--- config.mk ---
export PLATFORM = sky130hd
export DESIGN_NAME = pipe_stage_skid
export DESIGN_NICKNAME = d
export VERILOG_FILES = /design/src/rtl/pipe_pkg.sv /design/src/rtl/pipe_entry_reg.sv /design/src/rtl/pipe_stage_skid.sv
export SDC_FILE = /design/constraint.sdc
export NUM_CORES = 1
export LEC_CHECK = 0
export CORE_ASPECT_RATIO = 1.75
export CORE_MARGIN = 1
export CORE_UTILIZATION = 40
export CTS_BUF_LIST = sky130_fd_sc_hd__clkbuf_4 sky130_fd_sc_hd__clkbuf_8
export DETAILED_ROUTE_END_ITERATION = 10
export PLACE_DENSITY = 0.65
export SYNTH_ARGS = -nofsm -noshare
export SYNTH_HDL_FRONTEND = slang
export SYNTH_HIERARCHICAL = 1
export SYNTH_SLANG_ARGS = --single-unit
--- constraint.sdc ---
create_clock -name CLK -period 6.45 [get_ports CLK]
set_input_delay 1.29 -clock CLK [delete_from_list [all_inputs] [get_ports CLK]]
set_output_delay 1.29 -clock CLK [all_outputs]
set_load 0.005 [all_outputs]
--- src/rtl/pipe_pkg.sv ---
// Shared types and constants for the handshake pipeline stage register.
// Contents:
//   stage_state_t - occupancy state of a stage (empty / one entry / two entries)
//   DATA_W_DEF    - default data payload width
//   CTRL_W_DEF    - default control payload width
//   CTRL_BUBBLE_BIT - value every control bit takes on a bubble
//   state_to_occ  - maps a stage state to its 2-bit occupancy count
package pipe_pkg;

  localparam int DATA_W_DEF = 32;
  localparam int CTRL_W_DEF = 16;

  // Control bits of a bubble are all zero so a downstream stage never acts
  // on stale RegWrite/MemWrite/Branch bits.
  localparam logic CTRL_BUBBLE_BIT = 1'b0;

  typedef enum logic [1:0] {
    ST_EMPTY = 2'd0,
    ST_ONE   = 2'd1,
    ST_TWO   = 2'd2
  } stage_state_t;

  function automatic logic [1:0] state_to_occ(input stage_state_t st);
    logic [1:0] occ_v;
    case (st)
      ST_EMPTY: occ_v = 2'd0;
      ST_ONE:   occ_v = 2'd1;
      ST_TWO:   occ_v = 2'd2;
      default:  occ_v = 2'd0;
    endcase
    return occ_v;
  endfunction

endpackage

--- src/rtl/pipe_entry_reg.sv ---
// One payload register (data + control) of the pipeline stage.
// Ports:
//   CLK, CLR_N         - clock and asynchronous active-low reset
//   load               - capture src_data/src_ctrl on the capture edge
//   clr_ctrl           - force the control field to the bubble value; the
//                        data field is kept (takes priority over load)
//   src_data, src_ctrl - payload to capture
//   data, ctrl         - stored payload
// CAPTURE_NEGEDGE selects the falling (1) or rising (0) CLK edge.
module pipe_entry_reg
  import pipe_pkg::*;
#(
  parameter int DATA_W          = DATA_W_DEF,
  parameter int CTRL_W          = CTRL_W_DEF,
  parameter bit CAPTURE_NEGEDGE = 1'b1
) (
  input  logic              CLK,
  input  logic              CLR_N,
  input  logic              load,
  input  logic              clr_ctrl,
  input  logic [DATA_W-1:0] src_data,
  input  logic [CTRL_W-1:0] src_ctrl,
  output logic [DATA_W-1:0] data,
  output logic [CTRL_W-1:0] ctrl
);

  logic [DATA_W-1:0] data_r;
  logic [CTRL_W-1:0] ctrl_r;
  logic [DATA_W-1:0] data_nxt_s;
  logic [CTRL_W-1:0] ctrl_nxt_s;

  // Next payload: clear control, load, or hold.
  always_comb begin
    data_nxt_s = data_r;
    ctrl_nxt_s = ctrl_r;
    if (clr_ctrl) begin
      data_nxt_s = data_r;
      ctrl_nxt_s = {CTRL_W{CTRL_BUBBLE_BIT}};
    end else if (load) begin
      data_nxt_s = src_data;
      ctrl_nxt_s = src_ctrl;
    end else begin
      data_nxt_s = data_r;
      ctrl_nxt_s = ctrl_r;
    end
  end

  generate
    if (CAPTURE_NEGEDGE) begin : g_neg
      // Payload register captured on the falling clock edge.
      always_ff @(negedge CLK or negedge CLR_N) begin
        if (!CLR_N) begin
          data_r <= {DATA_W{1'b0}};
          ctrl_r <= {CTRL_W{CTRL_BUBBLE_BIT}};
        end else begin
          data_r <= data_nxt_s;
          ctrl_r <= ctrl_nxt_s;
        end
      end
    end else begin : g_pos
      // Payload register captured on the rising clock edge.
      always_ff @(posedge CLK or negedge CLR_N) begin
        if (!CLR_N) begin
          data_r <= {DATA_W{1'b0}};
          ctrl_r <= {CTRL_W{CTRL_BUBBLE_BIT}};
        end else begin
          data_r <= data_nxt_s;
          ctrl_r <= ctrl_nxt_s;
        end
      end
    end
  endgenerate

  assign data = data_r;
  assign ctrl = ctrl_r;

endmodule

--- src/rtl/pipe_stage_skid.sv ---
// Handshake pipeline stage register with a 2-entry skid buffer.
// Ports:
//   CLK, CLR_N          - clock and asynchronous active-low reset
//   flush               - synchronous flush: stage empties on the next capture edge
//   in_valid/in_ready   - upstream handshake (in_ready depends only on state)
//   in_data, in_ctrl    - upstream payload
//   out_valid/out_ready - downstream handshake
//   out_data, out_ctrl  - head entry payload (out_ctrl is 0 when empty)
//   occ                 - number of held entries (0..2)
// The head ("main") entry always drives the outputs; the skid entry only
// holds a second entry accepted while downstream was stalled, so in_ready
// can be a pure function of state and still sustain one entry per cycle.
module pipe_stage_skid
  import pipe_pkg::*;
#(
  parameter int DATA_W          = DATA_W_DEF,
  parameter int CTRL_W          = CTRL_W_DEF,
  parameter bit CAPTURE_NEGEDGE = 1'b1
) (
  input  logic              CLK,
  input  logic              CLR_N,
  input  logic              flush,
  input  logic              in_valid,
  output logic              in_ready,
  input  logic [DATA_W-1:0] in_data,
  input  logic [CTRL_W-1:0] in_ctrl,
  output logic              out_valid,
  input  logic              out_ready,
  output logic [DATA_W-1:0] out_data,
  output logic [CTRL_W-1:0] out_ctrl,
  output logic [1:0]        occ
);

  stage_state_t      state_r;
  stage_state_t      state_nxt_s;
  logic              in_ready_s;
  logic              out_valid_s;
  logic              in_fire_s;
  logic              out_fire_s;
  logic              main_load_s;
  logic              main_clr_s;
  logic              main_from_skid_s;
  logic              skid_load_s;
  logic              skid_clr_s;
  logic [DATA_W-1:0] main_src_data_s;
  logic [CTRL_W-1:0] main_src_ctrl_s;
  logic [DATA_W-1:0] skid_data_s;
  logic [CTRL_W-1:0] skid_ctrl_s;

  assign in_fire_s  = in_valid & in_ready_s;
  assign out_fire_s = out_valid_s & out_ready;

  generate
    if (CAPTURE_NEGEDGE) begin : g_state_neg
      // State register captured on the falling clock edge.
      always_ff @(negedge CLK or negedge CLR_N) begin
        if (!CLR_N) begin
          state_r <= ST_EMPTY;
        end else begin
          state_r <= state_nxt_s;
        end
      end
    end else begin : g_state_pos
      // State register captured on the rising clock edge.
      always_ff @(posedge CLK or negedge CLR_N) begin
        if (!CLR_N) begin
          state_r <= ST_EMPTY;
        end else begin
          state_r <= state_nxt_s;
        end
      end
    end
  endgenerate

  // Next state and entry-register controls; flush overrides every fire.
  always_comb begin
    state_nxt_s      = state_r;
    main_load_s      = 1'b0;
    main_clr_s       = 1'b0;
    main_from_skid_s = 1'b0;
    skid_load_s      = 1'b0;
    skid_clr_s       = 1'b0;
    if (flush) begin
      state_nxt_s = ST_EMPTY;
      main_clr_s  = 1'b1;
      skid_clr_s  = 1'b1;
    end else begin
      case (state_r)
        ST_EMPTY: begin
          if (in_fire_s) begin
            state_nxt_s = ST_ONE;
            main_load_s = 1'b1;
          end else begin
            state_nxt_s = ST_EMPTY;
          end
        end
        ST_ONE: begin
          if (in_fire_s && out_fire_s) begin
            state_nxt_s = ST_ONE;
            main_load_s = 1'b1;
          end else if (in_fire_s) begin
            // Head is stalled: park the new entry behind it.
            state_nxt_s = ST_TWO;
            skid_load_s = 1'b1;
          end else if (out_fire_s) begin
            state_nxt_s = ST_EMPTY;
            main_clr_s  = 1'b1;
          end else begin
            state_nxt_s = ST_ONE;
          end
        end
        ST_TWO: begin
          if (out_fire_s) begin
            state_nxt_s      = ST_ONE;
            main_load_s      = 1'b1;
            main_from_skid_s = 1'b1;
          end else begin
            state_nxt_s = ST_TWO;
          end
        end
        default: begin
          state_nxt_s = ST_EMPTY;
          main_clr_s  = 1'b1;
          skid_clr_s  = 1'b1;
        end
      endcase
    end
  end

  // Handshake and occupancy outputs decoded from the state register.
  always_comb begin
    in_ready_s  = CLR_N & (state_r != ST_TWO);
    out_valid_s = (state_r != ST_EMPTY);
    occ         = state_to_occ(state_r);
  end

  // Head refills from the skid entry when draining ST_TWO, else from upstream.
  always_comb begin
    if (main_from_skid_s) begin
      main_src_data_s = skid_data_s;
      main_src_ctrl_s = skid_ctrl_s;
    end else begin
      main_src_data_s = in_data;
      main_src_ctrl_s = in_ctrl;
    end
  end

  pipe_entry_reg #(
    .DATA_W         (DATA_W),
    .CTRL_W         (CTRL_W),
    .CAPTURE_NEGEDGE(CAPTURE_NEGEDGE)
  ) u_main (
    .CLK     (CLK),
    .CLR_N   (CLR_N),
    .load    (main_load_s),
    .clr_ctrl(main_clr_s),
    .src_data(main_src_data_s),
    .src_ctrl(main_src_ctrl_s),
    .data    (out_data),
    .ctrl    (out_ctrl)
  );

  pipe_entry_reg #(
    .DATA_W         (DATA_W),
    .CTRL_W         (CTRL_W),
    .CAPTURE_NEGEDGE(CAPTURE_NEGEDGE)
  ) u_skid (
    .CLK     (CLK),
    .CLR_N   (CLR_N),
    .load    (skid_load_s),
    .clr_ctrl(skid_clr_s),
    .src_data(in_data),
    .src_ctrl(in_ctrl),
    .data    (skid_data_s),
    .ctrl    (skid_ctrl_s)
  );

  assign in_ready  = in_ready_s;
  assign out_valid = out_valid_s;

endmodule

==> impl_metrics.toml <==
[cts]
clkSinkCount = 98
cts_root_buffer = "clkbuf_8"
post_cts_buffers = 0
path_clk_slew_ns = 0.06
hold_buffers = 0
cts-buffers-inserted = 9
htree_num_levels = 3
clk-insertion-delay-late_ns = 0.34
cts_resized = 0
cts_max_path_buffers = 2
cts_tree = "yes"

[routing]
drt_wl_total_mm = 9.65
routedWlPerCell_um = 16.0
postRouteAntennaNets = 0
dr.pass1.iters = 4
viasPerCell = 4.75
first_iter_violations = 88
vias = 2872
drcViolationCount = 0

[global_route]
grt_usage_pct = 16.1
grt_pass1_wl_mm = 15.9
grt_max_degree = 54
antenna_found_initial = 0
grt_pass1_vias = 3113
overflow = 0

[setup_path]
cp.arrival_ns = 4.99
start_kind = "register"
rr_startpoint = "state_r[0]$_DFF_NN0_"
crit_type = "reg2out"
crit_required_ns = 5.16
reg2regPathDepth = 8
end_kind = "primary output"
worst-path-max-fanout = 12
r2r-end = "u_main/data[27]$_DFFE_NN0P_"
reg2reg_slack_ns = 4.03

[power]
power.density_mw_per_mm2 = 245
ir_drop_uv = 113
leakagePower_nw = 2.75

[die]
rows = 53
dieArea_mm2 = 0.0128
chipWidth_um = 86.0
initial_core_util_pct = 41.2
io_pins = 105
die_h_um = 149
core-area_mm2 = 0.0120

[worst_hold_path]
min_to = "u_main/data[17]$_DFFE_NN0P_"
hp-start = "u_main/data[17]$_DFFE_NN0P_"
worstHoldPathType = "reg2reg"
hold_depth = 1

[logic_synthesis]
syn_avg_cell_area_um2 = 15.3
synth_cell_types = 27
synth_edf_count = 0
syn_inst = 324
synth_commonest_cells = "98 x dfrtn_1, 80 x mux2_4, 33 x nor2_1"
synth_top_area_share_pct = 49.6
yosys_warnings = 6
synth-seq-area-share_pct = 49.6
ys.flop_type = "dfrtn_1"
synth_area_leaders = "dfrtn_1 50%, mux2_4 24%, mux2_2 7.3%"
synthesis.area_mm2 = 0.00494
synthesis.nets = 380
yosys.area.top_type = "dfrtn_1"
async_flop_share_pct = 100
synth.most_common_cell = "dfrtn_1"
ys_ff_latch = 98

[timing]
hold_violations = 0
final_max_slew_viol_count = 0
rsz0062_at_grt = "false"
tightest_slew_ns = 0.679
tns_ns = 0
fin_skew_ns = 0.00773
slew_headroom_pct = 54.8
setup_viol = 0

[place]
dpl_cell_area_mm2 = 0.00614
io_buffers = 104
gp_congestion = 0.778
dpl.hpwl_mm = 6.77
dpl.cell_count = 588

[finish]
num_antenna_cells = 0
area_delta_synth_final_pct = 28.1
final_nets = 490
final_cells = 604
final_cell_area_mm2 = 0.00633
drive_above_1_share_pct = 35.1

[status]
outcome = "complete, no violations"

[run]
maxCapViolCount = 0
-- registers in the layout, indices dropped and copies added (netlist names) --
register     flops
u_main/ctrl     16
state_r          2
u_skid/ctrl     16
u_main/data     32
u_skid/data     32
-- report_power, final --
part / internal [mW] / leakage, nW / switching (mW) / total [mW]
clock: 0.159 / 0.0966 / 0.235 / 0.394
combinational: 0.276 / 1.37 / 0.100 / 0.376
sequential: 0.722 / 1.28 / 0.0605 / 0.783
total: 1.16 / 2.75 / 0.395 / 1.55
-- worst max-delay path, cell delays in order (launching register included) --
cell and delay (ns):
dfrtn_1 0.58, nand2b_1 0.21, and2_1 0.14, clkdlybuf4s50_1 0.49
-- worst max path at each step --
stage	cells after the start	slack, ns	start	endpoint
after floorplan	9	0.37	in_valid	u_main/data[0]$_DFFE_NN0P_
after global placement	8	-0.12	in_valid	u_main/data[27]$_DFFE_NN0P_
after detailed placement	8	-0.16	in_valid	u_main/data[27]$_DFFE_NN0P_
after CTS	3	0.15	state_r[0]$_DFF_NN0_	in_ready
after global routing	3	0.07	state_r[0]$_DFF_NN0_	in_ready
final	3	0.17	state_r[0]$_DFF_NN0_	in_ready
-- layout make-up --
type	count	area, um2
fill	1033	5670
clock buffer	10	138
sequential	98	2450
tap	165	206
multi-input combinational	202	2220
inverter	1	3.75
timing repair buffer	122	1250
clock inverter	6	58.8
-- logic make-up after synthesis --
| logic type | Yosys count | synth area share [%] |
|---|---|---|
| fa+ha+maj | 3 | 0.759 |
| simple gates | 50 | 5.34 |
| mux | 144 | 38.1 |
| compound gates | 5 | 0.658 |
| buf+inv | 24 | 5.57 |
| flops | 98 | 49.6 |
-- per-stage QoR --
| stage | hold slack (ns) | utilization, % | worst slack, ns | total power, mW |
|---|---|---|---|---|
| 2_1_floorplan | 0.435 | - | 0.367 | 0.964 |
| 3_3_place_gp | 0.446 | 51.1 | -0.119 | 1.16 |
| 3_5_place_dp | 0.452 | 51.1 | -0.161 | 1.17 |
| 4_1_cts | 0.453 | 52.8 | 0.150 | 1.58 |
| 5_1_grt | 0.467 | 52.8 | 0.0720 | 1.63 |
| 6_report | 0.456 | 52.8 | 0.168 | 1.55 |
-- routing by layer --
metal,GRT usage (%),up-vias,share of wire (%)
met5,0,-,0
met4,5.75,0,1.3
li1,-,1346,-
met3,3.27,11,4.0
met2,28.6,58,53
met1,19.0,1457,41
-- cell usage in the layout (no fill, tap or decap), drive strengths merged --
cell type and count:
nor2b 3, or3b 1, nand3b 4, a21oi 1
mux2 112, clkdlybuf4s50 103, and2 2, buf 19
or2 1, mux2i 32, ha 3, clkinv 2
inv 4, nor2 33, a21o 2, nand3 1
and4bb 1, clkinvlp 1, clkbuf 10, dfrtn 98
a31oi 2, nand2b 1, and3 1, nand2 1
nand4bb 1
No activity file was read; power rests on OpenSTA's default activity.
